## config.mk

```make
export PLATFORM = sky130hd
export DESIGN_NAME = cpsr_tracker
export DESIGN_NICKNAME = d
export VERILOG_FILES = /design/src/rtl/cpsr_tracker_pkg.sv /design/src/rtl/sat_updown_counter.sv /design/src/rtl/cpsr_tracker.sv
export SDC_FILE = /design/constraint.sdc
export NUM_CORES = 1
export LEC_CHECK = 0
export CAP_MARGIN = 40
export CELL_PAD_IN_SITES_DETAIL_PLACEMENT = 2
export CELL_PAD_IN_SITES_GLOBAL_PLACEMENT = 2
export CORE_MARGIN = 1.5
export CORE_UTILIZATION = 16
export DETAILED_ROUTE_END_ITERATION = 16
export PLACE_DENSITY_LB_ADDON = 0.2
export SLEW_MARGIN = 20
export SYNTH_ARGS = -nofsm -noshare
export SYNTH_HDL_FRONTEND = slang
export SYNTH_SLANG_ARGS = --single-unit
```

## constraint.sdc

```tcl
create_clock -name clkin -period 1.1 [get_ports clkin]
set_input_delay 0.22 -clock clkin [delete_from_list [all_inputs] [get_ports clkin]]
set_output_delay 0.22 -clock clkin [all_outputs]
set_load 0.005 [all_outputs]
```

## src/rtl/cpsr_tracker_pkg.sv

```systemverilog
// rtl/cpsr_tracker_pkg.sv - shared flag layout, condition prefix and helper for cpsr_tracker
package cpsr_tracker_pkg;

    // Width of the architectural flag nibble.
    localparam int FLAG_W = 4;

    // Condition codes 4'b1110 and 4'b1111 execute unconditionally.
    localparam logic [2:0] COND_AL = 3'b111;

    // Flag nibble layout, MSB first: V=bit3, N=bit2, C=bit1, Z=bit0.
    typedef struct packed {
        logic v;
        logic n;
        logic c;
        logic z;
    } flags_t;

    // True when the condition field needs the flags to resolve.
    // Bit 0 is folded in so the whole field is read; it does not affect the result.
    function automatic logic uses_flags(input logic [3:0] cond);
        return (cond | 4'b0001) != {COND_AL, 1'b1};
    endfunction

endpackage

```

## src/rtl/sat_updown_counter.sv

```systemverilog
// rtl/sat_updown_counter.sv - saturating up/down counter with underflow flag
module sat_updown_counter #(
    parameter int WIDTH = 2,
    parameter int MAX   = 3
) (
    input  logic             clk_i,
    input  logic             rst_i,
    input  logic             inc_i,
    input  logic             dec_i,
    output logic [WIDTH-1:0] count_o,
    output logic             underflow_o
);

    logic [WIDTH-1:0] count_q;
    logic [WIDTH-1:0] count_d;

    // Next count: simultaneous inc and dec cancel; never wraps at either end.
    always_comb begin
        count_d     = count_q;
        underflow_o = dec_i & ~inc_i & (count_q == '0);
        if (inc_i & ~dec_i) begin
            if (count_q != WIDTH'(MAX)) begin
                count_d = count_q + 1'b1;
            end
        end else if (dec_i & ~inc_i) begin
            if (count_q != '0) begin
                count_d = count_q - 1'b1;
            end
        end
    end

    // Count register with synchronous reset.
    always_ff @(posedge clk_i) begin
        if (rst_i) begin
            count_q <= '0;
        end else begin
            count_q <= count_d;
        end
    end

    assign count_o = count_q;

endmodule

```

## src/rtl/cpsr_tracker.sv

```systemverilog
// rtl/cpsr_tracker.sv - CPSR flag register with in-flight flag-writer tracking; optional CPSR_BYPASS_EN
module cpsr_tracker
    import cpsr_tracker_pkg::*;
#(
    parameter  int MAX_PENDING = 3,
    localparam int CNT_W       = $clog2(MAX_PENDING + 1)
) (
    input  logic              clkin,
    input  logic              resetin,
    input  logic              issuevalidin,
    input  logic [3:0]        issuecondin,
    input  logic              issuesetflagsin,
    output logic              stallout,
    input  logic              wbvalidin,
    input  logic [FLAG_W-1:0] wbflagsin,
    output logic [FLAG_W-1:0] cpsrout,
    output logic [CNT_W-1:0]  pendingout,
    output logic              errout
);

    flags_t           cpsr_q;
    logic             err_q;
    logic [CNT_W-1:0] pending;
    logic [CNT_W-1:0] pend_eff;
    logic             usesflags;
    logic             full;
    logic             accept_set;
    logic             underflow;

    assign usesflags = uses_flags(issuecondin);
    assign full      = (pending == CNT_W'(MAX_PENDING));

`ifdef CPSR_BYPASS_EN
    // A write retiring this cycle no longer blocks a conditional reader,
    // because its flags are forwarded straight onto cpsrout.
    assign pend_eff = (wbvalidin && pending != '0) ? pending - 1'b1 : pending;
    assign cpsrout  = wbvalidin ? wbflagsin : cpsr_q;
`else
    assign pend_eff = pending;
    assign cpsrout  = cpsr_q;
`endif

    // Full check uses the raw count: a same-cycle writeback does not free a slot early.
    assign stallout   = issuevalidin &
                        ((usesflags & (pend_eff != '0)) | (issuesetflagsin & full));
    assign accept_set = issuevalidin & ~stallout & issuesetflagsin;

    sat_updown_counter #(
        .WIDTH (CNT_W),
        .MAX   (MAX_PENDING)
    ) u_pending (
        .clk_i       (clkin),
        .rst_i       (resetin),
        .inc_i       (accept_set),
        .dec_i       (wbvalidin),
        .count_o     (pending),
        .underflow_o (underflow)
    );

    // Architectural flags take every writeback, even an unexpected one.
    always_ff @(posedge clkin) begin
        if (resetin) begin
            cpsr_q <= '0;
        end else if (wbvalidin) begin
            cpsr_q <= wbflagsin;
        end
    end

    // Sticky error: a writeback arrived with nothing outstanding.
    always_ff @(posedge clkin) begin
        if (resetin) begin
            err_q <= 1'b0;
        end else if (underflow) begin
            err_q <= 1'b1;
        end
    end

    assign pendingout = pending;
    assign errout     = err_q;

endmodule
```

== Yosys cells after proc, flatten, opt, wreduce, memory -nomap -nowiden ==
Cells that the tools add are included.
W data, S select, Z words.

* Register bits: 7
* Input port bits: 13
* Output and inout bits: 8
* Word-level logic and storage cells: 33

* Add/subtract/negate cells: 2
* Equality and inequality tests: 4
* Mux-type cells: 4
* Bitwise logic cells: 12
* Reduce and logical (&&, ||, !) cells: 5

{| class="wikitable"
|+ Operators with widths
! kind !! count
|-
| $and A1 B1 Y1 || 8
|-
| $mux W2 || 4
|-
| $reduce_bool A2 Y1 || 3
|-
| $ne A2 B2 Y1 const B || 2
|-
| $ne A3 B3 Y1 const B || 1
|-
| $not A1 Y1 || 3
|-
| $reduce_and A3 Y1 || 1
|-
| $add A2 B1 Y2 const B || 1
|-
| $eq A2 B2 Y1 const B || 1
|-
| $logic_not A2 Y1 || 1
|-
| $sub A2 B1 Y2 const B || 1
|-
| $or A1 B1 Y1 || 1
|}

== Longest topological paths before layout ==
* Depth after elaboration: 11
* Mapped depth: 4
* Depth with buffers taken out: 4

== Modules after synthesis ==
From an unflattened synthesis, not the netlist that was laid out.

* Cells, all modules: 38
* Area total of the unflattened synthesis: 357.8 µm²

{| class="wikitable"
|+ By module, submodules not included
! module !! instances !! cells an instance !! area each (µm²) !! sequential area each (µm²)
|-
| cpsr_tracker || 1 || 23 || 221.5 || 100.1
|-
| sat_updown_counter || 1 || 15 || 136.4 || 40.0
|}

== Worst setup path before layout ==
Ideal clock, no wire load.

* Path type: reg-to-reg
* Start point: register u_pending.count_q[0], in the netlist u_pending.count_o[0]
* End point: register u_pending.count_q[0], in the netlist u_pending.count_o[0]
* Library setup time: 0.121 ns
* Arrival: 0.982 ns
* Data required time: 0.979 ns
* Slack: -0.003 ns
* Cell stages (with the launch flop): 5
* Buffers on the path: 0
* Period minus slack after synthesis: 1.103 ns
* Cells stage by stage: dfxtp_1 nand3_2 or3_1 o211ai_1 o21ai_2

* Longest elaborated chain between the ends: 11
* Elaborated cells on any way between the ends: 23
* Classes of those cells: 2 x add/sub; 3 x eq/ne; 4 x mux; 10 x bitwise; 4 x reduce/logical

{| class="wikitable"
|+ RTL lines
! element !! line !! source
|-
| start, declared || sat_updown_counter.sv:14 || <nowiki>logic [WIDTH-1:0] count_q;</nowiki>
|-
| start signal, assigned || sat_updown_counter.sv:37 || <nowiki>count_q <= count_d;</nowiki>
|-
| $eq A2 B2 Y1 / $reduce_bool A2 Y1 (equally long branches) || cpsr_tracker.sv:31, sat_updown_counter.sv:26, cpsr_tracker.sv:45 ||
|-
| $and A1 B1 Y1 || cpsr_tracker.sv:45 || <nowiki>((usesflags & (pend_eff != '0)) | (issuesetflagsin & full));</nowiki>
|-
| $or A1 B1 Y1 || cpsr_tracker.sv:45 ||
|-
| $and A1 B1 Y1 || cpsr_tracker.sv:44 || <nowiki>assign stallout = issuevalidin &</nowiki>
|-
| $not A1 Y1 || cpsr_tracker.sv:46 || <nowiki>assign accept_set = issuevalidin & ~stallout & issuesetflagsin;</nowiki>
|-
| $and A1 B1 Y1 (2 in series) || cpsr_tracker.sv:46 ||
|-
| $not A1 Y1 || sat_updown_counter.sv:25 || <nowiki>end else if (dec_i & ~inc_i) begin</nowiki>
|-
| $and A1 B1 Y1 || sat_updown_counter.sv:25 ||
|-
| $reduce_bool A2 Y1 (no line) || -- ||
|-
| $reduce_and A3 Y1 (no line) || -- ||
|}

Several ways; a longest one is shown, not always the timed one. The select of a mux whose other input is x is not followed.
A chain may end at the register's enable or synchronous reset.

== Worst setup path in the final report ==
* Start point: register u_pending.count_q[1], in the netlist u_pending.count_o[1]
* End point: output port stallout

* Longest elaborated chain between the ends: 4
* Elaborated cells on any way between the ends: 6
* Classes of those cells: 1 x eq/ne; 4 x bitwise; 1 x reduce/logical

{| class="wikitable"
|+ RTL lines
! element !! line !! source
|-
| $eq A2 B2 Y1 / $reduce_bool A2 Y1 (equally long branches) || cpsr_tracker.sv:31, cpsr_tracker.sv:45 ||
|-
| $and A1 B1 Y1 || cpsr_tracker.sv:45 ||
|-
| $or A1 B1 Y1 * || cpsr_tracker.sv:45 ||
|-
| $and A1 B1 Y1 * || cpsr_tracker.sv:44 ||
|-
| end, declared || cpsr_tracker.sv:13 || <nowiki>output logic stallout,</nowiki>
|}

Every way passes the cells marked *; elsewhere a longest branch is shown, timed or not.

==> flow_summary.yaml <==
run_status:
  status: "finished, violations left"
  violations: "setup timing"
timing:
  hold_violations: 0
  setup_viol_count_final: 3
  skew_ps: 3.89
  fin_ws_ps: -126
  slew_headroom: 0.835
  worstMarginPinSlew_ps: 248
  holdWs_ps: 486
  fin_crit_ps: 1230
  clock.fmax_mhz: 816
  fin_crit_sh: 1.11
  grt_setup_unrepaired: "true"
  final_max_slew_viol_count: 0
detailed_routing:
  routed_wl_mm: 1.25
  routedWlPerCell_um: 12.2
  drtAntennaViolNets: 0
  num_vias: 428
  drc: 0
  dr.first_iter.drc_count: 2
  dr.pass1.iters: 2
  routed_via_density: 4.20
die:
  die_w_um: 49.1
  rows: 16
  dieArea_um2: 2410
  initial_core_util: 0.172
  die_h_um: 49.1
  ios: 21
  core_area_um2: 1980
finish:
  syn2layout_area_growth_pct: 104
  final_util: 0.351
  drive_gt1_frac: 0.387
  diodes: 0
  nNetsFinal: 89
synthesis:
  synth_edf_count: 0
  yosys_warnings: 0
  ys_ff_latch: 7
  yosysUniqueCellTypes: 20
  ys.flop_type: "dfxtp_1"
  yosysSeqAreaShare: 0.412
  ys_async_sr_fraction: 0
  avgSynthCellArea_um2: 8.51
  synth.net_count: 53
  syn_inst: 40
  syn-cell-area_um2: 340
cts:
  cts_sinks: 7
  cts_made_buffers: 3
  root_buffer: "clkbuf_4"
  ctsLongestPathBuffers: 2
  hold_buffers: 0
  clock_latency_ps: 250
  cts_tree: "yes"
  htreeDepth: 1
  clk_pin_slew_worst_paths_ps: 60
grt:
  grt_use_total: 0.123
  grt_max_degree: 9
  grt_overflow_total: 0
  grt.met2_usage: 0.205
  top_usage_layer: "met2"
  use_met1: 0.146
  grt_antenna_before_repair: 0
  grt_pass1_vias: 445
  grt_pass1_wl_mm: 2.24
  met3_usage: 0.0307
min_path:
  hold_path_class: "register to register"
worst_setup_path:
  worstPathRequired_ps: 880
  cp_data_arrival_time_ps: 1010
  endpoint_kind: "output pin"
  path_max_fanout: 3
  cp-start-kind: "register"
  path_class: "register to output pin"
power:
  power_switching_share: 0.249
  combPwrFrac: 0.202
  leakagePower_uw: 0.000322
  clock_power_share: 0.369
  p_sw_uw: 159
  peakVddDrop_mv: 0.518
  intPower_uw: 479
  share_seq_of_total_power: 0.429
  p_per_area_nw_per_um2: 917
placed_design:
  hpwl_um: 932
  place_congestion: 0.661
  portBuffers: 19
flow_run:
  cap_violations: 0
## final cells by class
cell class	count	area (um2)
clock buffer	3	22.5
tap	27	33.8
inverter	1	3.75
timing repair buffer	33	289
clock inverter	1	5.00
fill	233	1290
multi-input combinational	30	199
sequential	7	143
## logic make-up (layout without fill, tap and decap cells)
group | Yosys count | count (layout) | synth area share
AND/OR/NAND/NOR | 15 | 15 | 0.228
AO/OA/AOI/OAI | 11 | 11 | 0.206
flip-flops | 7 | 7 | 0.412
multiplexers | 4 | 4 | 0.118
buffers and inverters | 3 | 38 | 0.0367
## placed cells by master, fill, tap and decap left out
master | synthesis | routed
clkinv_2 | 0 | 1
buf_6 | 0 | 5
a31oi_1 | 1 | 1
buf_2 | 1 | 2
buf_4 | 0 | 10
o21ai_2 | 1 | 2
or3_4 | 0 | 1
nand3_2 | 2 | 2
dfxtp_1 | 7 | 5
mux2i_1 | 4 | 4
nand2b_1 | 1 | 1
a21boi_1 | 0 | 1
clkbuf_4 | 0 | 3
nor2_1 | 7 | 7
o21a_1 | 1 | 1
nor3_1 | 1 | 1
dlygate4sd2_1 | 0 | 10
and2_4 | 0 | 1
clkdlybuf4s50_1 | 0 | 6
dfxtp_2 | 0 | 2
o211ai_1 | 1 | 1
a21oi_1 | 2 | 2
nand2_1 | 2 | 2
o21ai_0 | 3 | 2
inv_1 | 1 | 1
o21bai_1 | 1 | 1
## state kept, by name (all words and copies together) (netlist names)
register and cells:
cpsrout 4, u_pending.count_o 2, errout 1
## critical path, cell delays in order, from the launching register on
cell      delay [ps]
dfxtp_2          340
and2_4           140
o21ai_2           40
a21boi_1         110
buf_2            120
## metrics by stage
| stage | instance area [um2] | setup WS [ps] | total power, uW | setup TNS, ps | instances |
|---|---|---|---|---|---|
| after floorplan | 342 | 56.8 | 317 | 0 | 40 |
| after global placement | 624 | -643 | 410 | -2140 | 93 |
| after detailed placement | 624 | -711 | 414 | -2450 | 93 |
| after CTS | 682 | -186 | 655 | -245 | 101 |
| after global routing | 696 | -210 | 683 | -460 | 102 |
| final | 696 | -126 | 638 | -287 | 102 |
## synth_stat cells (2+ instances only)
master	number	area, um2
dfxtp_1	7	140
mux2i_1	4	40.0
o21ai_0	3	15.0
nand2_1	2	7.51
nand3_2	2	20.0
a21oi_1	2	10.0
nor2_1	7	26.3
## power by group through the flow
stage | logic [uW] | clock network (uW) | registers, uW
floorplan | 36.1 | 0 | 281
global placement | 131 | 0 | 279
detailed placement | 135 | 0 | 279
CTS | 130 | 251 | 274
global route | 144 | 264 | 275
finish | 129 | 235 | 273
## final timing paths
path         cells after the start  slack, ps              endpoint                 start
min                              2        490                errout                errout
max                              4       -130              stallout  u_pending.count_o[1]
max reg2reg                      5       -120  u_pending.count_o[0]  u_pending.count_o[1]
min reg2reg                      2        490                errout                errout
## metal layers
metal | up-vias | part of all wire | wire [um]
met2 | 13 | 0.51 | 633
met5 | - | 0 | 0
li1 | 210 | - | -
met4 | 0 | 0.0072 | 9
met1 | 203 | 0.42 | 521
met3 | 2 | 0.065 | 81
## repair_timing
| item | 4_1_cts | 5_1_grt |
|---|---|---|
| gates resized for setup | 32 | 1 |
| pin swaps | 3 | 3 |
| endpoints found under the setup margin | 9 | 2 |
| setup buffers | 4 | 1 |
| endpoints found under the hold margin | 0 | 0 |
No activity file was read; power rests on OpenSTA's default activity.
